File: config.mk
export PLATFORM = sky130hd
export DESIGN_NAME = mem_initiator
export DESIGN_NICKNAME = d
export VERILOG_FILES = /design/src/rtl/mem_if_pkg.sv /design/src/rtl/mem_byte_steer.sv /design/src/rtl/mem_initiator.sv
export SDC_FILE = /design/constraint.sdc
export NUM_CORES = 1
export LEC_CHECK = 0
export ABC_AREA = 1
export CORE_MARGIN = 4
export CORE_UTILIZATION = 51
export CTS_BUF_LIST = sky130_fd_sc_hd__clkbuf_2 sky130_fd_sc_hd__clkbuf_4 sky130_fd_sc_hd__clkbuf_8
export CTS_CLUSTER_SIZE = 20
export DETAILED_ROUTE_END_ITERATION = 8
export GPL_ROUTABILITY_DRIVEN = 0
export PLACE_DENSITY = 0.88
export SYNTH_ARGS = -nofsm -noshare
export SYNTH_HDL_FRONTEND = slang
export SYNTH_SLANG_ARGS = --single-unit
File: constraint.sdc
create_clock -name clk -period 4.5 [get_ports clk]
set_clock_uncertainty 0.2 [all_clocks]
set_input_delay 0.9 -clock clk [delete_from_list [all_inputs] [get_ports clk]]
set_output_delay 0.9 -clock clk [all_outputs]
set_load 0.005 [all_outputs]
File: src/rtl/mem_if_pkg.sv
// Shared types for the CPU-side memory initiator: FSM states and byte-enable codes.
package mem_if_pkg;

  typedef enum logic [1:0] {
    IDLE = 2'd0,
    BUSY = 2'd1,
    DONE = 2'd2
  } state_e;

  localparam logic [1:0] BE_WORD = 2'b11;
  localparam logic [1:0] BE_LO   = 2'b01;
  localparam logic [1:0] BE_HI   = 2'b10;

  // Byte enable for an access of the given width at the given lane (address bit 0).
  function automatic logic [1:0] lane_be(input logic is_byte, input logic lane);
    if (!is_byte) return BE_WORD;
    return lane ? BE_HI : BE_LO;
  endfunction

endpackage

File: src/rtl/mem_byte_steer.sv
// Combinational byte-lane steering: request -> memory lanes, memory read word -> load result.
import mem_if_pkg::*;

module mem_byte_steer (
  input  logic        req_write_i,
  input  logic        req_byte_i,
  input  logic [15:0] req_addr_i,
  input  logic [15:0] req_wdata_i,
  input  logic        lat_byte_i,
  input  logic        lat_lane_i,
  input  logic [15:0] mem_rdata_i,
  output logic [15:0] mem_address_o,
  output logic [1:0]  mem_be_o,
  output logic [15:0] mem_wdata_o,
  output logic [15:0] rdata_o
);

  // NOTE: every output gets a default first so no path leaves it unassigned (no latch).
  always_comb begin
    mem_address_o = {req_addr_i[15:1], 1'b0};
    mem_be_o      = lane_be(req_byte_i, req_addr_i[0]);
    mem_wdata_o   = '0;
    if (req_write_i) begin
      mem_wdata_o = req_byte_i ? {req_wdata_i[7:0], req_wdata_i[7:0]} : req_wdata_i;
    end
  end

  // Load result uses the lane latched at accept time, not the live request inputs.
  always_comb begin
    rdata_o = mem_rdata_i;
    if (lat_byte_i) begin
      rdata_o = {8'h00, lat_lane_i ? mem_rdata_i[15:8] : mem_rdata_i[7:0]};
    end
  end

endmodule

File: src/rtl/mem_initiator.sv
// Single-outstanding load/store initiator for the 16-bit read/write/resp memory interface,
// with byte-lane steering and a saturating timeout that aborts hung accesses.
import mem_if_pkg::*;

module mem_initiator #(
  parameter int TIMEOUT_CYCLES = 4095
) (
  input  logic        clk,
  input  logic        rst,
  input  logic        req_read,
  input  logic        req_write,
  input  logic        req_byte,
  input  logic [15:0] req_addr,
  input  logic [15:0] req_wdata,
  output logic        req_ready,
  output logic        done,
  output logic        err,
  output logic [15:0] rdata_out,
  output logic        mem_read,
  output logic        mem_write,
  output logic [1:0]  mem_byte_enable,
  output logic [15:0] mem_address,
  output logic [15:0] mem_wdata,
  input  logic        mem_resp,
  input  logic [15:0] mem_rdata
);

  localparam bit             TIMEOUT_EN = (TIMEOUT_CYCLES > 0);
  localparam int             CW         = TIMEOUT_EN ? $clog2(TIMEOUT_CYCLES + 1) : 1;
  localparam logic [CW-1:0]  CNT_LAST   = CW'(TIMEOUT_EN ? TIMEOUT_CYCLES - 1 : 0);
  localparam logic [CW-1:0]  CNT_MAX    = {CW{1'b1}};

  state_e        state_q;
  logic [CW-1:0] cnt_q;
  logic          req_ready_q, done_q, err_q;
  logic [15:0]   rdata_q;
  logic          mem_read_q, mem_write_q;
  logic [1:0]    mem_be_q;
  logic [15:0]   mem_address_q, mem_wdata_q;
  logic          lat_byte_q, lat_lane_q;

  logic [15:0]   steer_address_d, steer_wdata_d, steer_rdata_d;
  logic [1:0]    steer_be_d;

  mem_byte_steer u_steer (
    .req_write_i   (req_write),
    .req_byte_i    (req_byte),
    .req_addr_i    (req_addr),
    .req_wdata_i   (req_wdata),
    .lat_byte_i    (lat_byte_q),
    .lat_lane_i    (lat_lane_q),
    .mem_rdata_i   (mem_rdata),
    .mem_address_o (steer_address_d),
    .mem_be_o      (steer_be_d),
    .mem_wdata_o   (steer_wdata_d),
    .rdata_o       (steer_rdata_d)
  );

  // NOTE: sequential state uses non-blocking assignments so all registers update together.
  always_ff @(posedge clk or posedge rst) begin
    if (rst) begin
      state_q       <= IDLE;
      cnt_q         <= '0;
      req_ready_q   <= 1'b1;
      done_q        <= 1'b0;
      err_q         <= 1'b0;
      rdata_q       <= '0;
      mem_read_q    <= 1'b0;
      mem_write_q   <= 1'b0;
      mem_be_q      <= '0;
      mem_address_q <= '0;
      mem_wdata_q   <= '0;
      lat_byte_q    <= 1'b0;
      lat_lane_q    <= 1'b0;
    end else begin
      done_q <= 1'b0;
      err_q  <= 1'b0;
      case (state_q)
        IDLE: begin
          if (req_read || req_write) begin
            mem_write_q   <= req_write;
            mem_read_q    <= !req_write;
            mem_address_q <= steer_address_d;
            mem_be_q      <= steer_be_d;
            mem_wdata_q   <= steer_wdata_d;
            lat_byte_q    <= req_byte;
            lat_lane_q    <= req_addr[0];
            cnt_q         <= '0;
            req_ready_q   <= 1'b0;
            state_q       <= BUSY;
          end
        end
        BUSY: begin
          // Strobes drop on the resp edge itself; the memory would otherwise restart.
          if (mem_resp) begin
            mem_read_q  <= 1'b0;
            mem_write_q <= 1'b0;
            if (mem_read_q) rdata_q <= steer_rdata_d;
            done_q      <= 1'b1;
            state_q     <= DONE;
          end else if (TIMEOUT_EN && cnt_q == CNT_LAST) begin
            mem_read_q  <= 1'b0;
            mem_write_q <= 1'b0;
            done_q      <= 1'b1;
            err_q       <= 1'b1;
            state_q     <= DONE;
          end else if (cnt_q != CNT_MAX) begin
            cnt_q <= cnt_q + CW'(1);
          end
        end
        DONE: begin
          req_ready_q <= 1'b1;
          state_q     <= IDLE;
        end
        default: begin
          req_ready_q <= 1'b1;
          state_q     <= IDLE;
        end
      endcase
    end
  end

  assign req_ready       = req_ready_q;
  assign done            = done_q;
  assign err             = err_q;
  assign rdata_out       = rdata_q;
  assign mem_read        = mem_read_q;
  assign mem_write       = mem_write_q;
  assign mem_byte_enable = mem_be_q;
  assign mem_address     = mem_address_q;
  assign mem_wdata       = mem_wdata_q;

endmodule
# [Word-level counts from Yosys, hierarchy flattened]
# Index checks and enable logic that the tools add are counted.
[totals] register_bits=70 wordCells=61 out_inout_bits=55 memories=0 inputBits=54 mem_bits_rw=0 latch_bits=0 romBits=0
[op_classes] mul=0 n_lt_le_gt_ge=0 bitwise_logic=1 add_sub_neg=1 div=0 n_reduce_logical=10 shifts=0 eq_ne=8 muxes=28
[op_table] op="$mux 12" count=4
[op_table] op="$mux 16" count=3
[op_table] op="$pmux 12 s2" count=1
[op_table] op="$add 12x1->12 const B" count=1
[op_table] op="$eq 12x12->1 const B" count=1
[op_table] op="$ne 12x12->1 const B" count=1
[op_table] op="$mux 1" count=10
[op_table] op="$mux 2" count=5
[op_table] op="$mux 8" count=1
[op_table] op="$ne 2x2->1 const B" count=4
[op_table] op="$pmux 1 s2" count=3
[op_table] op="$reduce_and 2->1" count=3
[op_table] op="$reduce_and 3->1" count=2
[op_table] op="$reduce_and 5->1" count=1
[op_table] op="$pmux 2 s2" count=1
[op_table] op="$ne 3x3->1 const B" count=1
[op_table] op="$eq 2x1->1 const B" count=1
[op_table] op="$logic_not 2->1" count=1
[op_table] op="$reduce_bool 2->1" count=1
[op_table] op="$logic_not 1->1" count=1
[op_table] op="$logic_or 1x1->1" count=1
[op_table] op="$not 1->1" count=1

# [Depth between registers and ports, before layout]
# Gate-level depths: netlist of run 1.
[logic_depth] depth_word=5 ltp_mapped=11

# [By module]
# Synthesis of run 1 repeated with hierarchy kept, for this count alone.
[hier_totals] hier_cells=469 hier_area_um2=3674.8
[modules_own_cells] module="mem_initiator" cells_each=354 seq_area_each_um2=1778.0 instances=1 area_per_inst_um2=3096.7
[modules_own_cells] module="mem_byte_steer" cells_each=115 seq_area_each_um2=0.0 instances=1 area_per_inst_um2=578.1

# [Worst setup path after synthesis of run 1]
# Ideal clock, no wire load.
[synth_timing] path_type="in2reg" startpoint="in req_write" endpoint="reg mem_address_q[15] (netlist: mem_address[15])" slack_ps=2402 setup_time_ps=116 required_ps=4184 cell_stages=6 t_arrival_ps=1781 path_cell_list="or2_2 > nand2_1 > clkinv_1 > buf_2 > nand2_1 > nand2_1"
[synth_between] elab_chain_len=2
[synth_lines] element="from (decl)" line_no="mem_initiator.sv:11" text="input logic req_write,"
[synth_lines] element="$logic_or 1x1->1" line_no="mem_initiator.sv:80" text="if (req_read || req_write) begin"
[synth_lines] element="$reduce_and 2->1 (no source line)"
[synth_lines] element="to (signal assigned)" line_no="mem_initiator.sv:83" text="mem_address_q <= steer_address_d;"
[synth_lines] element="to (decl)" line_no="mem_initiator.sv:39" text="logic [15:0] mem_address_q, mem_wdata_q;"
# No other way between the ends.
# A chain may end at the register's enable or synchronous reset.

# [Worst setup path after layout of run 1]
[layout_timing] startpoint="in req_write" endpoint="reg mem_be_q[0] (netlist: mem_byte_enable[0])"
[layout_between] elab_chain_len=2
[layout_lines] element="$logic_or 1x1->1" line_no="mem_initiator.sv:80"
[layout_lines] element="$reduce_and 2->1 (no source line)"
[layout_lines] element="to (signal assigned)" line_no="mem_initiator.sv:84" text="mem_be_q <= steer_be_d;"
[layout_lines] element="to (decl)" line_no="mem_initiator.sv:38" text="logic [1:0] mem_be_q;"
# No other way between the ends.

==> results of run 1 <==
## worst max path at each step
stage / from / to / slack (ps) / depth (start not counted)
after detailed placement: req_write / mem_byte_enable[0]$_DFFE_PP0P_ / 990 / 7
after CTS: req_write / mem_byte_enable[0]$_DFFE_PP0P_ / 1300 / 7
after global routing: req_write / mem_byte_enable[0]$_DFFE_PP0P_ / 1100 / 7
final: req_write / mem_byte_enable[0]$_DFFE_PP0P_ / 1280 / 7
after global placement: req_write / mem_byte_enable[0]$_DFFE_PP0P_ / 1050 / 7
after floorplan: rst / cnt_q[0]$_DFFE_PP0P_ / 1630 / 1
## through the flow
stage	worst slack, ps	power (mW)	instance area, µm²	cells	hold slack [ps]
2_1_floorplan	1630	1.58	3260	390	265
3_3_place_gp	1050	2.18	4360	561	260
3_5_place_dp	994	2.21	4360	561	258
4_1_cts	1300	2.77	4580	577	275
5_1_grt	1100	2.95	4580	577	298
6_report	1280	2.75	4580	577	274
## layout by cell type (no fill, tap or decap), drive strengths merged, types with 3 or more instances in the layout
cell and count:
o21ai 16, clkdlybuf4s50 107, inv 17, nor2 55
clkbuf 12, clkinv 4, nand4 4, a31oi 8
nand2 145, o21bai 4, o31ai 8, buf 3
nand3 32, dfrtp 69, a21oi 3
## worst register-to-register path: stages (launching register included)
cell                       delay, ps
sky130_fd_sc_hd__dfrtp_1         410
sky130_fd_sc_hd__nor2_2          140
sky130_fd_sc_hd__nand2_1         100
sky130_fd_sc_hd__buf_4           350
sky130_fd_sc_hd__clkinv_1        530
sky130_fd_sc_hd__nor2_1          260
sky130_fd_sc_hd__o22ai_1          90
## cell families after synthesis
family / after synthesis / synth area share [%]
compound gates: 40 / 7.41
xor+xnor: 2 / 0.538
fa+ha+maj: 2 / 0.768
buf+inv: 34 / 4.95
flops: 70 / 53.8
other cells: 1 / 0.115
simple gates: 241 / 32.4
## area by class of cell
| class | instances | area (µm²) |
|---|---|---|
| inverter | 20 | 75.1 |
| clock inverter | 4 | 53.8 |
| fill | 433 | 1480 |
| sequential | 70 | 1750 |
| tap | 75 | 93.8 |
| multi-input combinational | 286 | 1350 |
| clock buffer | 12 | 165 |
| timing repair buffer | 110 | 1090 |
## power breakdown
part	switching [mW]	internal (mW)
clock network	0.244	0.302
logic	0.544	0.598
registers	0.178	0.885
## per-layer routing
metal | up-vias | wire (µm) | part of all wire, % | global-route usage (%)
li1 | 1465 | - | - | -
met3 | 16 | 799 | 9.4 | 7.81
met1 | 1414 | 3490 | 41 | 28.9
met5 | - | 0 | 0 | 0
met2 | 141 | 4000 | 47 | 36.9
met4 | 0 | 180 | 2.1 | 9.48
## registers in the layout, indices dropped and copies added, names as in the netlist
name,cells
mem_wdata,16
mem_write,1
lat_lane_q,1
req_ready,1
done,1
mem_byte_enable,2
mem_address,15
rdata_out,16
cnt_q,12
lat_byte_q,1
mem_read,1
err,1
state_q,2
==> summary.txt, run 1 <==
result of the run: finished clean
start of the worst register-to-register path: state_q[0]$_DFFE_PP0P_
hold crit path type: flip-flop to flip-flop
number of standard-cell rows in the floorplan: 28
clock sinks: 70
Mapped Area: 0.00326 mm²
vias in the first global route: 3034
final-layout setup total negative slack: 0 ps
clock buffer depth: 2
Congestion Overflow GR: 0
CP cell instances: clkdlybuf4s50_1 > or2_2 > nand2_1 > buf_4 > clkinv_1 > nor2_1 > o22ai_1
worst hold path cell count: 2
remaining number of nets flagged by the antenna check after routing: 0
share of the core filled with cells: 75.6%
initial antenna violation count: 0
TritonCTS clock tree: done
prevailing post-synth register cell: sky130_fd_sc_hd__dfrtp_1
most repeated cell in the gate-level netlist after synthesis: sky130_fd_sc_hd__nand2_1
first-pass GRT wire length: 13800 µm
category of the worst setup path capture point: flip-flop
overall die area: 0.00773 mm²
# Post-CTS Setup Buffers: 0
final number of hold-violating endpoints: 0
pins over their slew limit: 0
share of synthesized flip-flops with an asynchronous set or reset: 100%
count of routing violations after the opening detailed-route iteration: 163
# Max-Cap Violations: 0
ANT cells: 0
flip-flop and latch count after synthesis: 70
Max stage delay on crit path: 620 ps
number of gates resized after cts: 0
headroom to the max-slew limit: 24.5%
number of buffers inserted for hold repair after clock tree synthesis: 0
hold endpoint: mem_wdata[6]$_DFFE_PP0P_
estimated wirelength of the detail-placed design: 5990 µm
number of flops mapped to enable cells by yosys: 0
Syn Nets: 446
Chip Height: 87.9 µm
fraction of post-synthesis cell area in the top cell type by area: 53.0%
overall routed net length: 8460 µm
highest clock frequency the design can meet: 310 MHz
Setup Crit Path Kind: input pin to flip-flop
DRC violation count after routing: 0
post-synthesis instance total: 390
sequential-to-total area share from yosys stat: 53.8%
H-Tree Level Count: 3
top post-synthesis cells by area: sky130_fd_sc_hd__dfrtp_1 53%, sky130_fd_sc_hd__nand2_1 16%, sky130_fd_sc_hd__nor2_1 5.4%
pin count of the biggest net entering global routing: 57
Clock Root Buffer: sky130_fd_sc_hd__clkbuf_8
drt first pass iters: 4
fraction of layout instances using a drive strength above 1: 7.57%
actual transition at the worst max-transition pin: 1130 ps
Leakage Power: 2.13 nW
final setup vio count: 0
most numerous cell types in the synthesized netlist: 140 x sky130_fd_sc_hd__nand2_1, 69 x sky130_fd_sc_hd__dfrtp_1, 47 x sky130_fd_sc_hd__nor2_1, 31 x sky130_fd_sc_hd__nand3_1, 16 x sky130_fd_sc_hd__o21ai_0
cell family with most CP delay: buffers and inverters
die width: 87.9 µm
clock slew at the register clock pins of the worst setup and hold paths: 70 ps
maximum net fanout on the critical path: 40
signed area change from the synthesized netlist to the final layout: 40.5%
areal power density over the cells: 601 mW/mm²
buffers plus inverters on the worst setup path: 3
detail-routed net length per standard cell: 14.7 µm
count of nets after finishing: 553
data arrival at the endpoint of the critical path: 3240 ps
Vias/cell: 5.26
aggregate global-route resource usage: 23.1%
source of the worst hold timing path: mem_wdata[6]$_DFFE_PP0P_
PortBufs: 107
worst r2r path cells: 6
ports placed on the boundary: 109
Critical Path Slowest Stage Cell: sky130_fd_sc_hd__clkdlybuf4s50_1
area inside the core boundary: 0.00606 mm²
average footprint of a synthesized cell: 8.36 µm²
initial standard-cell utilization of the core: 53.8%
launching element type of the critical path: input pin
period utilization: 71.6%
Reg2Reg Setup Slack: 2290 ps
CTS buffer count: 9
clock latency on the worst-skew pair: 340 ps
setup repair after global routing missed its margin: no
shortest clock period the worst path allows after layout: 3220 ps
cell type contributing the most total cell area after synthesis: sky130_fd_sc_hd__dfrtp_1
critical path data required time: 4510 ps
post-synth cell types: 35
Reg2Reg Capture Point: mem_byte_enable[0]$_DFFE_PP0P_
vias after detailed routing: 3036
Worst IR Drop VDD: 0.000425 V
Yosys Warn Count: 0
No activity file was read; power rests on OpenSTA's default activity.
==> run 2, diff against run 1 <==
--- a/config.mk
+++ b/config.mk
@@ -7,12 +7,12 @@
 export LEC_CHECK = 0
 export ABC_AREA = 1
 export CORE_MARGIN = 4
-export CORE_UTILIZATION = 51
+export CORE_UTILIZATION = 47
 export CTS_BUF_LIST = sky130_fd_sc_hd__clkbuf_2 sky130_fd_sc_hd__clkbuf_4 sky130_fd_sc_hd__clkbuf_8
 export CTS_CLUSTER_SIZE = 20
 export DETAILED_ROUTE_END_ITERATION = 8
 export GPL_ROUTABILITY_DRIVEN = 0
-export PLACE_DENSITY = 0.88
+export PLACE_DENSITY = 0.82
 export SYNTH_ARGS = -nofsm -noshare
 export SYNTH_HDL_FRONTEND = slang
 export SYNTH_SLANG_ARGS = --single-unit
==> constraint.sdc (replaced) <==
create_clock -name clk -period 3 [get_ports clk]
set_clock_uncertainty 0.2 [all_clocks]
set_input_delay 0.6 -clock clk [delete_from_list [all_inputs] [get_ports clk]]
set_output_delay 0.6 -clock clk [all_outputs]
set_load 0.005 [all_outputs]
==> run 2 against run 1 <==
  * Setup slack got worse by 480 ps
  * Sequential cell count did not move
  * Combinational power increased by 48%
  * Clock power is 28% higher
  * Critical endpoint is now req_ready
  * Highest routed layer unchanged
==> summary.txt, run 2 (same netlist as run 1, synthesis figures left out) <==
drt first pass iters: 5 (+1)
first-pass GRT wire length: 13200 µm (-4.4%)
H-Tree Level Count: 3 (unchanged)
final-layout worst hold slack: 277 ps (+3.00 ps)
signed area change from the synthesized netlist to the final layout: 39.8%
headroom to the max-slew limit: 66.5% (+42 points)
data arrival at the endpoint of the critical path: 1400 ps (-1840 ps)
Leakage Power: 2.12 nW (-0.52%)
PortBufs: 107 (unchanged)
period utilization: 73.3%
CTS buffer count: 9 (unchanged)
areal power density over the cells: 872 mW/mm² (+45%)
initial antenna violation count: 0 (unchanged)
pins over their slew limit: 0 (unchanged)
number of instances in the placed design: 566 (+0.89%)
Setup Crit Path Kind: flip-flop to primary output
ports placed on the boundary: 109 (unchanged)
overall die area: 0.00833 mm² (+7.7%)
number of standard-cell rows in the floorplan: 30 (+7.1%)
most common library cell in the layout ignoring fill and taps: sky130_fd_sc_hd__nand2_1
overall routed net length: 7910 µm (-6.5%)
share of the core filled with cells: 67.5% (-8.1 points)
Vias/cell: 5.01 (-4.8%)
final setup vio count: 0 (unchanged)
setup repair after global routing missed its margin: no
count of nets after finishing: 553 (unchanged)
Clock Root Buffer: sky130_fd_sc_hd__clkbuf_8
# Post-CTS Setup Buffers: 0 (unchanged)
category of the worst setup path capture point: primary output
Critical Path Slowest Stage Cell: sky130_fd_sc_hd__dfstp_2
final non-filler cell total: 582 (+0.87%)
clock buffer depth: 2 (unchanged)
number of gates resized after cts: 0 (unchanged)
result of the run: finished clean
Max stage delay on crit path: 540 ps (-80 ps)
vias after detailed routing: 2916 (-4.0%)
clock latency on the worst-skew pair: 340 ps (about the same)
initial standard-cell utilization of the core: 48.2% (-5.5 points)
vias in the first global route: 2826 (-6.9%)
detail-routed net length per standard cell: 13.6 µm (-7.3%)
ANT cells: 0 (unchanged)
estimated wirelength of the detail-placed design: 5790 µm (-3.3%)
count of routing violations after the opening detailed-route iteration: 124 (-24%)
remaining number of nets flagged by the antenna check after routing: 0 (unchanged)
final-layout setup total negative slack: 0 ps (unchanged)
fraction of layout instances using a drive strength above 1: 7.57% (unchanged)
area inside the core boundary: 0.00676 mm² (+11%)
TritonCTS clock tree: done
die width: 91.3 µm (+3.8%)
most frequent cells in the layout: 140 x sky130_fd_sc_hd__nand2_1, 107 x sky130_fd_sc_hd__clkdlybuf4s50_1, 69 x sky130_fd_sc_hd__dfrtp_1
pre-CTS setup slack: 502 ps (-492 ps)
total chip power: 3.98 mW (+45%)
maximum net fanout on the critical path: 2 (-95%)
actual transition at the worst max-transition pin: 499 ps (-632 ps)
pin count of the biggest net entering global routing: 51 (-11%)
clock sinks: 70 (unchanged)
Worst IR Drop VDD: 0.000699 V (+65%)
Chip Height: 91.3 µm (+3.8%)
Congestion Overflow GR: 0 (unchanged)
worst path setup slack after routing: 801 ps (-477 ps)
shortest clock period the worst path allows after layout: 2200 ps
design area: 0.00456 mm² (-0.46%)
highest clock frequency the design can meet: 455 MHz
CP cell instances: clkdlybuf4s50_1
cell family with most CP delay: flip-flops
buffers plus inverters on the worst setup path: 1 (-2)
number of buffers inserted for hold repair after clock tree synthesis: 0 (unchanged)
DRC violation count after routing: 0 (unchanged)
aggregate global-route resource usage: 19.5% (-3.6 points)
DP Area: 0.00438 mm² (+0.43%)
hold crit path type: flip-flop to flip-flop
critical path data required time: 2200 ps (-2310 ps)
launching element type of the critical path: flip-flop
clock slew at the register clock pins of the worst setup and hold paths: 80 ps (about the same)
final number of hold-violating endpoints: 0 (unchanged)
# Max-Cap Violations: 0 (unchanged)
==> run 2: changes by cell type in the layout (fill, tap and decap cells not counted), sizes merged <==
cell    previous run  this run
bufinv             1         0
clkbuf            12        11
clkinv             4         5
inv               17        18
==> run 2: worst paths after layout <==
| path | cells after the start | from | end | slack (ps) |
|---|---|---|---|---|
| max in group asynchronous | 3 | rst | req_ready$_DFFE_PP1P_ | 1550 |
| worst min register to register | 2 | mem_wdata[4]$_DFFE_PP0P_ | mem_wdata[4]$_DFFE_PP0P_ | 280 |
| worst max register to register | 5 | state_q[0]$_DFFE_PP0P_ | mem_byte_enable[0]$_DFFE_PP0P_ | 1120 |
| worst max-delay path | 1 | req_ready$_DFFE_PP1P_ | req_ready | 800 |
| worst min-delay path | 2 | mem_wdata[4]$_DFFE_PP0P_ | mem_wdata[4]$_DFFE_PP0P_ | 280 |
| min in group asynchronous | 2 | rst | rdata_out[1]$_DFFE_PP0P_ | 380 |
==> run 2: where the power goes <==
part           internal, mW  switching [mW]  total, mW  leakage (nW)
logic                 0.898           0.788       1.69          1.15
clock network         0.332           0.369      0.701        0.0891
registers              1.33           0.262       1.59         0.880
==> run 2: cell type report <==
class                           count  area, µm²
Inverter                           20       75.1
Multi-Input combinational cell    286       1350
Clock buffer                       11        145
Clock inverter                      5       33.8
Sequential cell                    70       1750
Tap cell                           80        100
Timing Repair Buffer              110       1110
Fill cell                         579       2200
==> run 2: worst min-delay path, cell delays in order (launching register included) <==
cell and delay (ps):
sky130_fd_sc_hd__dfrtp_1 350, sky130_fd_sc_hd__nand2_1 50, sky130_fd_sc_hd__nand2_1 50
==> run 2: layer usage <==
metal	GRT usage, %	wire length, µm	up-vias
met5	0	0	-
met4	8.04	118	0
met3	4.31	399	9
met2	31.3	3770	81
met1	25.6	3620	1360
li1	-	-	1466
==> run 3, diff against run 2 <==
==> constraint.sdc (replaced) <==
create_clock -name clk -period 2.2 [get_ports clk]
set_clock_uncertainty 0.2 [all_clocks]
set_input_delay 0.44 -clock clk [delete_from_list [all_inputs] [get_ports clk]]
set_output_delay 0.44 -clock clk [all_outputs]
set_load 0.005 [all_outputs]
==> run 3 against run 2 <==
  * Count of clock-buffer cells in the layout is 2 lower
  * Sequential power is 36% higher
  * Register-to-register slack worse by 780 ps
  * Combinational power is 44% higher
  * Highest routed layer unchanged
  * Final area is 2.1% higher
  * Die area stayed put
  * Via count is 2.9% higher
  * Power is 44% higher
  * Utilization is 1.4 points higher
  * Largest cell class unchanged
  * Global-route usage is 0.93 points higher
  * Critical path type unchanged
==> summary.txt, run 3 (same netlist as run 1, synthesis figures left out) <==
shortest clock period the worst path allows after layout: 2010 ps
most common library cell in the layout ignoring fill and taps: sky130_fd_sc_hd__nand2_1
final setup vio count: 0 (unchanged)
PortBufs: 107 (unchanged)
first-pass GRT wire length: 13500 µm (+2.5%)
number of standard-cell rows in the floorplan: 30 (unchanged)
area inside the core boundary: 0.00676 mm² (unchanged)
Vias/cell: 5.11 (+2.1%)
ports placed on the boundary: 109 (unchanged)
share of the core filled with cells: 68.9% (+1.4 points)
total chip power: 5.74 mW (+44%)
result of the run: finished clean
worst path setup slack after routing: 192 ps (-609 ps)
H-Tree Level Count: 3 (unchanged)
count of nets after finishing: 558 (+0.90%)
final number of hold-violating endpoints: 0 (unchanged)
# Post-CTS Setup Buffers: 0 (unchanged)
Max stage delay on crit path: 530 ps (about the same)
setup repair after global routing missed its margin: no
launching element type of the critical path: flip-flop
hold crit path type: flip-flop to flip-flop
maximum net fanout on the critical path: 2 (unchanged)
Worst IR Drop VDD: 0.000902 V (+29%)
Leakage Power: 2.17 nW (+2.4%)
DRC violation count after routing: 0 (unchanged)
detail-routed net length per standard cell: 14.2 µm (+4.5%)
DP Area: 0.00443 mm² (+1.2%)
crit path from: req_ready$_DFFE_PP1P_
Chip Height: 91.3 µm (unchanged)
remaining number of nets flagged by the antenna check after routing: 0 (unchanged)
CTS buffer count: 9 (unchanged)
period utilization: 91.3%
pre-CTS setup slack: -5.15 ps (-507 ps)
Setup Crit Path Kind: flip-flop to primary output
number of gates resized after cts: 0 (unchanged)
highest clock frequency the design can meet: 498 MHz
pins over their slew limit: 0 (unchanged)
drt first pass iters: 5 (unchanged)
aggregate global-route resource usage: 20.5% (+0.93 points)
design area: 0.00465 mm² (+2.1%)
count of routing violations after the opening detailed-route iteration: 187 (+51%)
Congestion Overflow GR: 0 (unchanged)
die width: 91.3 µm (unchanged)
estimated wirelength of the detail-placed design: 6130 µm (+5.8%)
# Max-Cap Violations: 0 (unchanged)
number of buffers inserted for hold repair after clock tree synthesis: 0 (unchanged)
vias after detailed routing: 3002 (+2.9%)
overall die area: 0.00833 mm² (unchanged)
Reg2Reg Setup Slack: 340 ps (-780 ps)
signed area change from the synthesized netlist to the final layout: 42.8%
ANT cells: 0 (unchanged)
Clock Root Buffer: sky130_fd_sc_hd__clkbuf_8
critical path data required time: 1560 ps (-640 ps)
vias in the first global route: 2923 (+3.4%)
data arrival at the endpoint of the critical path: 1370 ps (-30 ps)
final non-filler cell total: 587 (+0.86%)
CP cell instances: clkdlybuf4s50_1
Critical Path Slowest Stage Cell: sky130_fd_sc_hd__dfstp_2
overall routed net length: 8340 µm (+5.4%)
clock buffer depth: 2 (unchanged)
TritonCTS clock tree: done
pin count of the biggest net entering global routing: 71 (+39%)
category of the worst setup path capture point: primary output
start of the worst register-to-register path: cnt_q[1]$_DFFE_PP0P_
buffers plus inverters on the worst setup path: 1 (unchanged)
initial standard-cell utilization of the core: 48.2% (unchanged)
fraction of layout instances using a drive strength above 1: 8.48% (+0.91 points)
clock sinks: 70 (unchanged)
initial antenna violation count: 0 (unchanged)
clock latency on the worst-skew pair: 340 ps (about the same)
number of instances in the placed design: 571 (+0.88%)
most frequent cells in the layout: 140 x sky130_fd_sc_hd__nand2_1, 107 x sky130_fd_sc_hd__clkdlybuf4s50_1, 69 x sky130_fd_sc_hd__dfrtp_1
source of the worst hold timing path: mem_wdata[4]$_DFFE_PP0P_
cell family with most CP delay: flip-flops
areal power density over the cells: 1230 mW/mm² (+41%)
clock slew at the register clock pins of the worst setup and hold paths: 80 ps (about the same)
-- run 3: cell type report --
class                      instances  area [µm²]
inverter                          20        78.8
tap                               80         100
clock buffer                       9         124
multi-input combinational        286        1350
timing repair buffer             115        1160
clock inverter                     7        96.3
sequential                        70        1750
fill                             542        2100
-- run 3: path summary, 6_finish.rpt --
check / endpoint / cells after the start
worst max-delay path: req_ready / 1
worst min-delay path: mem_wdata[4]$_DFFE_PP0P_ / 2
worst max register to register: cnt_q[5]$_DFFE_PP0P_ / 9
worst min register to register: mem_wdata[4]$_DFFE_PP0P_ / 2
max in group asynchronous: req_ready$_DFFE_PP1P_ / 3
min in group asynchronous: mem_address[7]$_DFFE_PP0P_ / 3
-- run 3: metrics by stage --
stage          TNS (ps)  hold slack [ps]
2_1_floorplan         0              265
3_3_place_gp          0              253
4_1_cts               0              283
5_1_grt               0              308
3_5_place_dp      -5.15              262
6_report              0              281
-- run 3: per-layer routing --
metal  routed length (µm)  vias to the layer above  GRT usage, %
li1                     -                     1476             -
met1                 3360                     1396          24.4
met2                 4080                      114          33.7
met3                  755                       16          7.95
met4                  143                        0          7.04
met5                    0                        -             0
-- run 3: where the power goes --
group | switching (mW) | internal [mW]
Clock | 0.505 | 0.644
Combinational | 1.14 | 1.29
Sequential | 0.352 | 1.81
